File: src/rtl/k7_aurora_pkg.sv
// Shared types and sizing helpers for the Kintex-7 Aurora bring-up sequencer.
package k7_aurora_pkg;

  typedef enum logic [2:0] {
    ST_IDLE    = 3'd0,
    ST_PMA     = 3'd1,
    ST_PB      = 3'd2,
    ST_WAIT_UP = 3'd3,
    ST_UP      = 3'd4,
    ST_FAIL    = 3'd5
  } state_e;

  // One counter serves every phase, so it must hold the largest terminal count.
  function automatic int cnt_width(input int pma_dly, input int pb_dly,
                                   input int up_timeout, input int drop_filt);
    int m;
    m = pma_dly;
    if (pb_dly > m) m = pb_dly;
    if (up_timeout > m) m = up_timeout;
    if (drop_filt > m) m = drop_filt;
    return $clog2(m + 1);
  endfunction

  function automatic int retry_width(input int max_retry);
    int w;
    w = $clog2(max_retry + 1);
    return (w < 1) ? 1 : w;
  endfunction

endpackage

File: src/rtl/aurora_boot_ch.sv
// One Aurora channel: CHANNEL_UP synchroniser, bring-up FSM, phase counter and retry counter.
module aurora_boot_ch
  import k7_aurora_pkg::*;
#(
  parameter int PMA_DLY    = 100,
  parameter int PB_DLY     = 100,
  parameter int UP_TIMEOUT = 50000,
  parameter int DROP_FILT  = 16,
  parameter int MAX_RETRY  = 3
) (
  input  logic   clk_i,
  input  logic   rst_i,
  input  logic   lock_i,
  input  logic   chan_up_i,
  input  logic   reinit_i,
  output logic   pma_init_o,
  output logic   reset_pb_o,
  output logic   link_ok_o,
  output logic   fail_o,
  output state_e state_o
);

  localparam int CW = cnt_width(PMA_DLY, PB_DLY, UP_TIMEOUT, DROP_FILT);
  localparam int RW = retry_width(MAX_RETRY);

  localparam logic [CW-1:0] CNT_ONE    = CW'(1);
  localparam logic [CW-1:0] CNT_MAX    = {CW{1'b1}};
  localparam logic [CW-1:0] PMA_LAST   = CW'(PMA_DLY - 1);
  localparam logic [CW-1:0] PB_LAST    = CW'(PB_DLY - 1);
  localparam logic [CW-1:0] UP_LAST    = CW'(UP_TIMEOUT - 1);
  localparam logic [CW-1:0] DROP_LAST  = CW'(DROP_FILT - 1);
  localparam logic [RW-1:0] RETRY_ONE  = RW'(1);
  localparam logic [RW-1:0] RETRY_LAST = RW'(MAX_RETRY);

  state_e          state_q, state_d;
  logic [CW-1:0]   cnt_q, cnt_d, cnt_inc;
  logic [RW-1:0]   retry_q, retry_d;
  logic            pma_q, pma_d, pb_q, pb_d, link_q, link_d, fail_q, fail_d;
  logic            up_m_q, up_s_q;

  assign cnt_inc = (cnt_q == CNT_MAX) ? cnt_q : cnt_q + CNT_ONE;

  always_comb begin
    state_d = state_q;
    cnt_d   = cnt_inc;
    retry_d = retry_q;
    pma_d   = pma_q;
    pb_d    = pb_q;
    link_d  = link_q;
    fail_d  = fail_q;
    if (!lock_i) begin
      state_d = ST_IDLE;
      cnt_d   = '0;
      retry_d = '0;
      pma_d   = 1'b1;
      pb_d    = 1'b1;
      link_d  = 1'b0;
      fail_d  = 1'b0;
    end else if (reinit_i && state_q != ST_IDLE) begin
      state_d = ST_PMA;
      cnt_d   = '0;
      retry_d = '0;
      pma_d   = 1'b1;
      pb_d    = 1'b1;
      link_d  = 1'b0;
      fail_d  = 1'b0;
    end else begin
      unique case (state_q)
        ST_IDLE: begin
          state_d = ST_PMA;
          cnt_d   = '0;
          pma_d   = 1'b1;
          pb_d    = 1'b1;
        end
        ST_PMA: if (cnt_q == PMA_LAST) begin
          state_d = ST_PB;
          cnt_d   = '0;
          pma_d   = 1'b0;
        end
        ST_PB: if (cnt_q == PB_LAST) begin
          state_d = ST_WAIT_UP;
          cnt_d   = '0;
          pb_d    = 1'b0;
        end
        // A link coming up on the timeout cycle wins over the retry.
        ST_WAIT_UP: if (up_s_q) begin
          state_d = ST_UP;
          cnt_d   = '0;
          link_d  = 1'b1;
        end else if (cnt_q == UP_LAST) begin
          cnt_d = '0;
          pma_d = 1'b1;
          pb_d  = 1'b1;
          if (retry_q == RETRY_LAST) begin
            state_d = ST_FAIL;
            fail_d  = 1'b1;
          end else begin
            state_d = ST_PMA;
            retry_d = retry_q + RETRY_ONE;
          end
        end
        // cnt is the run length of consecutive low UP_S samples.
        ST_UP: if (up_s_q) begin
          cnt_d = '0;
        end else if (cnt_q == DROP_LAST) begin
          state_d = ST_PMA;
          cnt_d   = '0;
          retry_d = '0;
          link_d  = 1'b0;
          pma_d   = 1'b1;
          pb_d    = 1'b1;
        end
        ST_FAIL: cnt_d = '0;
        default: begin
          state_d = ST_IDLE;
          cnt_d   = '0;
          retry_d = '0;
          pma_d   = 1'b1;
          pb_d    = 1'b1;
          link_d  = 1'b0;
          fail_d  = 1'b0;
        end
      endcase
    end
  end

  always_ff @(posedge clk_i) begin
    if (rst_i) begin
      state_q <= ST_IDLE;
      cnt_q   <= '0;
      retry_q <= '0;
      pma_q   <= 1'b1;
      pb_q    <= 1'b1;
      link_q  <= 1'b0;
      fail_q  <= 1'b0;
      up_m_q  <= 1'b0;
      up_s_q  <= 1'b0;
    end else begin
      state_q <= state_d;
      cnt_q   <= cnt_d;
      retry_q <= retry_d;
      pma_q   <= pma_d;
      pb_q    <= pb_d;
      link_q  <= link_d;
      fail_q  <= fail_d;
      up_m_q  <= chan_up_i;
      up_s_q  <= up_m_q;
    end
  end

  assign pma_init_o = pma_q;
  assign reset_pb_o = pb_q;
  assign link_ok_o  = link_q;
  assign fail_o     = fail_q;
  assign state_o    = state_q;

endmodule

File: src/rtl/k7_aurora_boot_seq.sv
// Multi-channel Aurora 64b66b bring-up sequencer; one independent supervisor per channel.
module k7_aurora_boot_seq
  import k7_aurora_pkg::*;
#(
  parameter int N_CH       = 4,
  parameter int PMA_DLY    = 100,
  parameter int PB_DLY     = 100,
  parameter int UP_TIMEOUT = 50000,
  parameter int DROP_FILT  = 16,
  parameter int MAX_RETRY  = 3
) (
  input  logic              CLK,
  input  logic              RST,
  input  logic              DCM_LOCKED,
  input  logic [N_CH-1:0]   CHANNEL_UP,
  input  logic [N_CH-1:0]   REINIT,
  output logic [N_CH-1:0]   PMA_INIT,
  output logic [N_CH-1:0]   RESET_PB,
  output logic [N_CH-1:0]   LINK_OK,
  output logic [N_CH-1:0]   FAIL,
  output logic [3*N_CH-1:0] DBG_STATE
);

  for (genvar g = 0; g < N_CH; g++) begin : g_ch
    state_e ch_state;

    aurora_boot_ch #(
      .PMA_DLY    (PMA_DLY),
      .PB_DLY     (PB_DLY),
      .UP_TIMEOUT (UP_TIMEOUT),
      .DROP_FILT  (DROP_FILT),
      .MAX_RETRY  (MAX_RETRY)
    ) u_ch (
      .clk_i      (CLK),
      .rst_i      (RST),
      .lock_i     (DCM_LOCKED),
      .chan_up_i  (CHANNEL_UP[g]),
      .reinit_i   (REINIT[g]),
      .pma_init_o (PMA_INIT[g]),
      .reset_pb_o (RESET_PB[g]),
      .link_ok_o  (LINK_OK[g]),
      .fail_o     (FAIL[g]),
      .state_o    (ch_state)
    );

    assign DBG_STATE[3*g +: 3] = ch_state;
  end

endmodule
File: config.mk
export PLATFORM = sky130hd
export DESIGN_NAME = k7_aurora_boot_seq
export DESIGN_NICKNAME = d
export VERILOG_FILES = /design/src/rtl/k7_aurora_pkg.sv /design/src/rtl/aurora_boot_ch.sv /design/src/rtl/k7_aurora_boot_seq.sv
export SDC_FILE = /design/constraint.sdc
export NUM_CORES = 1
export LEC_CHECK = 0
export CORE_MARGIN = 2
export CORE_UTILIZATION = 60
export CTS_CLUSTER_SIZE = 40
export DETAILED_ROUTE_END_ITERATION = 10
export PLACE_DENSITY = 0.83
export REMOVE_ABC_BUFFERS = 1
export SETUP_SLACK_MARGIN = 0.05
export SLEW_MARGIN = 0
export SYNTH_ARGS = -nofsm -noshare
export SYNTH_HDL_FRONTEND = slang
export SYNTH_SLANG_ARGS = --single-unit
File: constraint.sdc
create_clock -name CLK -period 6 [get_ports CLK]
set_clock_uncertainty 0.1 [all_clocks]
set_input_delay 0.9 -clock CLK [delete_from_list [all_inputs] [get_ports CLK]]
set_output_delay 0.9 -clock CLK [all_outputs]
set_load 0.01 [all_outputs]
# After elaboration in Yosys (flattened, before gate mapping)
# Index checks and enable logic that the tools add are counted.
# W data, S select, Z words.
word_totals:
  regBits: 108
  word_cells: 386
  inputBits: 11
op_classes:
  reduce_logical: 65
  eq_ne: 104
  n_bitwise: 21
  muxes: 148
  add_sub_neg: 8
op_table:
  columns: ["op", "n"]
  rows:
  - ["$mux W16", 24]
  - ["$pmux W16 S3", 4]
  - ["$eq A16 B16 Y1 const B", 8]
  - ["$reduce_and A6 Y1", 20]
  - ["$mux W3", 28]
  - ["$pmux W3 S6", 4]
  - ["$add A16 B1 Y16 const B", 4]
  - ["$eq A16 B4 Y1 const B", 4]
  - ["$eq A16 B7 Y1 const B", 4]
  - ["$ne A2 B1 Y1 const B", 28]
  - ["$mux W1", 48]
  - ["$ne A3 B1 Y1 const B", 16]
  - ["$mux W2", 20]
  - ["$pmux W1 S4", 8]
  - ["$reduce_and A4 Y1", 8]
  - ["$reduce_or A2 Y1", 13]
  - ["$eq A3 B2 Y1 const B", 8]
  - ["$eq A3 B3 Y1 const B", 8]
  - ["$ne A2 B2 Y1 const B", 12]
  - ["$pmux W2 S3", 4]
  - ["$not A1 Y1", 21]
  - ["$reduce_or A5 Y1", 4]
  - ["$ne A4 B1 Y1 const B", 4]
  - ["$reduce_or A4 Y1", 4]
  - ["other kinds (10)", 40]

# Depth between registers and ports, before layout
logic_depth:
  ltp_word: 6
  ltp_mapped: 8
  ltp_nobuf: 6

# Modules after synthesis
# From an unflattened synthesis, not the netlist that was laid out.
hier_totals:
  hier_cells: 752
  area_unflattened_um2: 6155.9
by_module_without_submodules:
  columns: ["mod", "cells_each", "n_inst", "area_per_inst_um2"]
  rows:
  - ["aurora_boot_ch at g_ch[1].u_ch", 190, 1, 1602.8]
  - ["aurora_boot_ch at g_ch[2].u_ch", 192, 1, 1574.0]
  - ["aurora_boot_ch at g_ch[0].u_ch", 189, 1, 1503.9]
  - ["aurora_boot_ch at g_ch[3].u_ch", 181, 1, 1475.2]

# Least setup slack after synthesis
# No wires, ideal clock.
synth_path:
  path_kind: "input-to-reg"
  startpoint: "in RST"
  endpoint: "reg g_ch[2].u_ch.cnt_q[10]"
  setup_ns: 0.062
  path_slack_ns: 3.759
  stages: 6
  n_path_buf: 2
  arrival_time_ns: 2.079
  cell_sequence: "nand2b_1 -> clkbuf_1 -> a21o_1 -> a311o_4 -> buf_6 -> nor2_2"
synth_between:
  elab_chain_len: 1
synth_rtl:
  columns: ["element", "line", "text"]
  rows:
  - ["start: declaration", "k7_aurora_boot_seq.sv:13", "input logic RST,"]
  - ["$reduce_or A3 Y1 (no line)", null, null]
  - ["end signal: assignment", "aurora_boot_ch.sv:140", "cnt_q <= cnt_d;"]
  - ["end: declaration", "aurora_boot_ch.sv:36", "logic [CW-1:0] cnt_q, cnt_d, cnt_inc;"]
# No other way between the ends.
# A chain may end at the register's enable or synchronous reset.

# Final worst setup path
layout_path:
  startpoint: "reg g_ch[2].u_ch.state_q[0]"
  endpoint: "out DBG_STATE[6]"
layout_rtl:
  columns: ["element", "line", "text"]
  rows:
  - ["start: declaration", "aurora_boot_ch.sv:35", "state_e state_q, state_d;"]
  - ["start signal: assignment", "aurora_boot_ch.sv:139", "state_q <= state_d;"]
  - ["end: declaration", "k7_aurora_boot_seq.sv:21", "output logic [3*N_CH-1:0] DBG_STATE"]
# No word-level cell between the ends.

==> results.ini <==
[setup_path]
crit_family=flip-flops
critical_path.n_buffers_inverters=1
crit_path_max_delay_cell_type=dfxtp_1
critPathRequiredTime_ns=5.00
cp_slowest_stage_delay_ns=0.78
cp_arrival_ns=1.82
worstSetupEndpointType=output pin
timing.critical_path.cells=clkdlybuf4s50_1
critical_path.max_fanout=21
worstSetupPathType=reg2out
critical_path.startpoint_type=flop

[die]
core_region_area_mm2=0.0102
floorplan.die_area_mm2=0.0112
dieWidth_um=106
floorplan.rows=37
start_util_pct=61.0
ioPinCount=39
floorplan.die.height_um=106

[job]
timing.max_cap.violations=0

[clocking]
htreeDepth=3
holdBufCountCts=0
tritoncts_clock_tree=yes
post-cts-setup-buffer-count=0
clock_input_transition_at_the_sequential_cells_of_the_worst_setup_and_hold_paths_ns=0.10
cts_resized=0
clock_latency_of_the_later_clocked_register_in_the_worst_skew_pair_ns=0.38
cts_buffer_depth=2
cts_root_buffer=clkbuf_8
clock-sinks=108
cts-buffers-inserted=9

[grt]
gr-total-overflow=0
grt_antenna_before_repair=0
grt_max_degree=22
grt_pass1_vias=5083
grt_pass1_wl_um=22700
global_route.usage.total_pct=24.3

[synth]
number_of_warnings_reported_in_the_yosys_synthesis_log=0
synth.avg_cell_area_um2=8.29
synth.lib_cells_used.distinct=78
synthesis.area_mm2=0.00622
synth_enable_flop_cells=0
ys_seq_elements=108
syn-instance-count=750
dominantRegCellSynth=dfxtp_1
async_reset_ff_share_pct=0
ys_seq_area_share_pct=34.8

[timing]
timing.fmax_mhz=354
final.setup.worst_slack_ns=3.18
final-max-slew-violation-count=0
timing.setup.tns_ns=0
transition_time_at_the_pin_with_the_least_slew_margin_ns=1.13
timing_hold_violations_final=0
max-slew-margin-rel_pct=23.9
rsz0062_at_grt=no
layout_min_cycle_time_ns=2.82
setup_violations=0
layout_worst_path_cycle_share_pct=47.1

[layout]
antennaDiodeCount=0
final_core_utilization_pct=65.1
area.growth.synth_to_final_pct=6.64
fill_cells=839
mostFrequentLayoutCells=dfxtp_1, nor2_1, nand2_1
finalNetCount=761
drive_gt1_share_pct=7.37
most_frequent_standard_cell_in_the_layout_excluding_fill_and_tap_cells=dfxtp_1

[detailed_routing]
totalWireLength_um=13600
routed-via-count=5564
drt-initial-drc-count=319
route.detailed.vias_per_inst=6.31
drc_errors=0
wl_met2_um=7030
dr.pass1.iters=5
met3_wl_post_dr_um=669
uppermost_layer_routed=met4
drt-met1-wl_um=5780
drt.antenna.violating_nets=0
routedWlPerCell_um=15.5

[power]
p_per_area_mw_per_mm2=189
total_power_mw=1.25
power_leakage_nw=2.15
vdd.ir_drop.worst_uv=136

[placement]
gpl.final_weighted_congestion=0.866
portBuffers=38
detailedPlace.worstSlack_ns=2.91
dpl_wire_length_um=9530

[outcome]
outcome=finished, final reports clean

[min_path]
timing.hold.worst.class=reg2reg

==> cells by family after synthesis <==
| kind of cell | count (synthesis) | synth area share (%) |
|---|---|---|
| adder cells (fa/ha/maj) | 8 | 1.61 |
| multiplexers | 9 | 1.47 |
| flip-flops | 108 | 34.8 |
| XOR/XNOR | 46 | 6.48 |
| AO/OA/AOI/OAI | 146 | 16.6 |
| AND/OR/NAND/NOR | 359 | 32.8 |
| buffers and inverters | 74 | 6.20 |
==> stage by stage <==
stage | hold WS, ns | area [um^2] | cells
floorplan | 0.314 | 5890 | 693
CTS | 0.360 | 6630 | 882
global placement | 0.319 | 6440 | 867
detailed placement | 0.335 | 6440 | 867
global route | 0.366 | 6630 | 882
finish | 0.355 | 6630 | 882
==> routing by layer <==
layer | track usage, % | up-vias
met5 | 0 | -
met4 | 7.24 | 0
met3 | 5.88 | 18
met2 | 42.7 | 161
met1 | 29.4 | 2684
li1 | - | 2701
==> worst paths after layout <==
kind,endpoint,slack (ns),depth (start not counted),from
worst max register to register,g_ch[1].u_ch.cnt_q[14],3.43,6,g_ch[1].u_ch.cnt_q[0]
worst min-delay path,g_ch[1].u_ch.up_s_q,0.36,1,g_ch[1].u_ch.up_m_q
worst min register to register,g_ch[1].u_ch.up_s_q,0.36,1,g_ch[1].u_ch.up_m_q
worst max-delay path,DBG_STATE[6],3.18,1,g_ch[2].u_ch.state_o[0]
==> final cells by class <==
cell class	instances	area [um^2]	share of cell area (%)
clock inverter	2	35.0	0.529
inverter	17	63.8	0.963
timing repair buffer	38	380	5.74
sequential	108	2160	32.6
multi-input combinational	568	3670	55.3
tap	136	170	2.57
clock buffer	13	149	2.25
==> power by group <==
part | switching (mW) | leakage, nW | total (mW) | internal [mW]
clock network | 0.237 | 0.0935 | 0.440 | 0.203
registers | 0.0173 | 0.873 | 0.740 | 0.723
logic | 0.0371 | 1.19 | 0.0720 | 0.0350
==> registers in the layout, indices dropped and copies added, names as in the netlist <==
register              flops
g_ch.u_ch.state_o        12
g_ch.u_ch.link_ok_o       4
g_ch.u_ch.up_m_q          4
g_ch.u_ch.pma_init_o      4
g_ch.u_ch.fail_o          4
g_ch.u_ch.reset_pb_o      4
g_ch.u_ch.cnt_q          64
g_ch.u_ch.up_s_q          4
g_ch.u_ch.retry_q         8
==> cell usage after synthesis, types with 5 or more instances <==
library cell  count  area share [%]
dfxtp_1         108              35
nor2_1           90             5.4
nand2_1          58             3.5
xnor2_1          36             5.1
a21oi_1          35             2.8
nor3_1           29             2.3
nand3_1          28             2.3
nand4_1          24             2.4
clkbuf_1         21             1.3
buf_4            20             2.4
o21ai_0          20             1.6
inv_1            17             1.0
a211oi_1         15             1.8
and3_1           15             1.5
buf_2            14             1.1
and4_1           12             1.7
nor2b_1          12             1.2
nor4_1           12             1.2
a31oi_1          10             1.0
nor2_2           10             1.0
xor2_1           10             1.4
ha_1              8             1.6
mux2i_1           8             1.3
nand2b_1          7            0.70
o31ai_1           7            0.85
a31o_2            6            0.85
nor4bb_1          6            0.97
or3_1             6            0.60
a21o_1            5            0.60
nand4b_1          5            0.70
nor4_2            5             1.0
o211ai_1          5            0.60
==> worst reg2reg max path: stages, from the launching register on <==
cell and delay, ns:
dfxtp_1 0.38, ha_1 0.23, and3_1 0.26, and4b_1 0.45
a211oi_1 0.20, o31ai_4 0.66, nor3_1 0.14
Power figures use the tool's default switching activity.
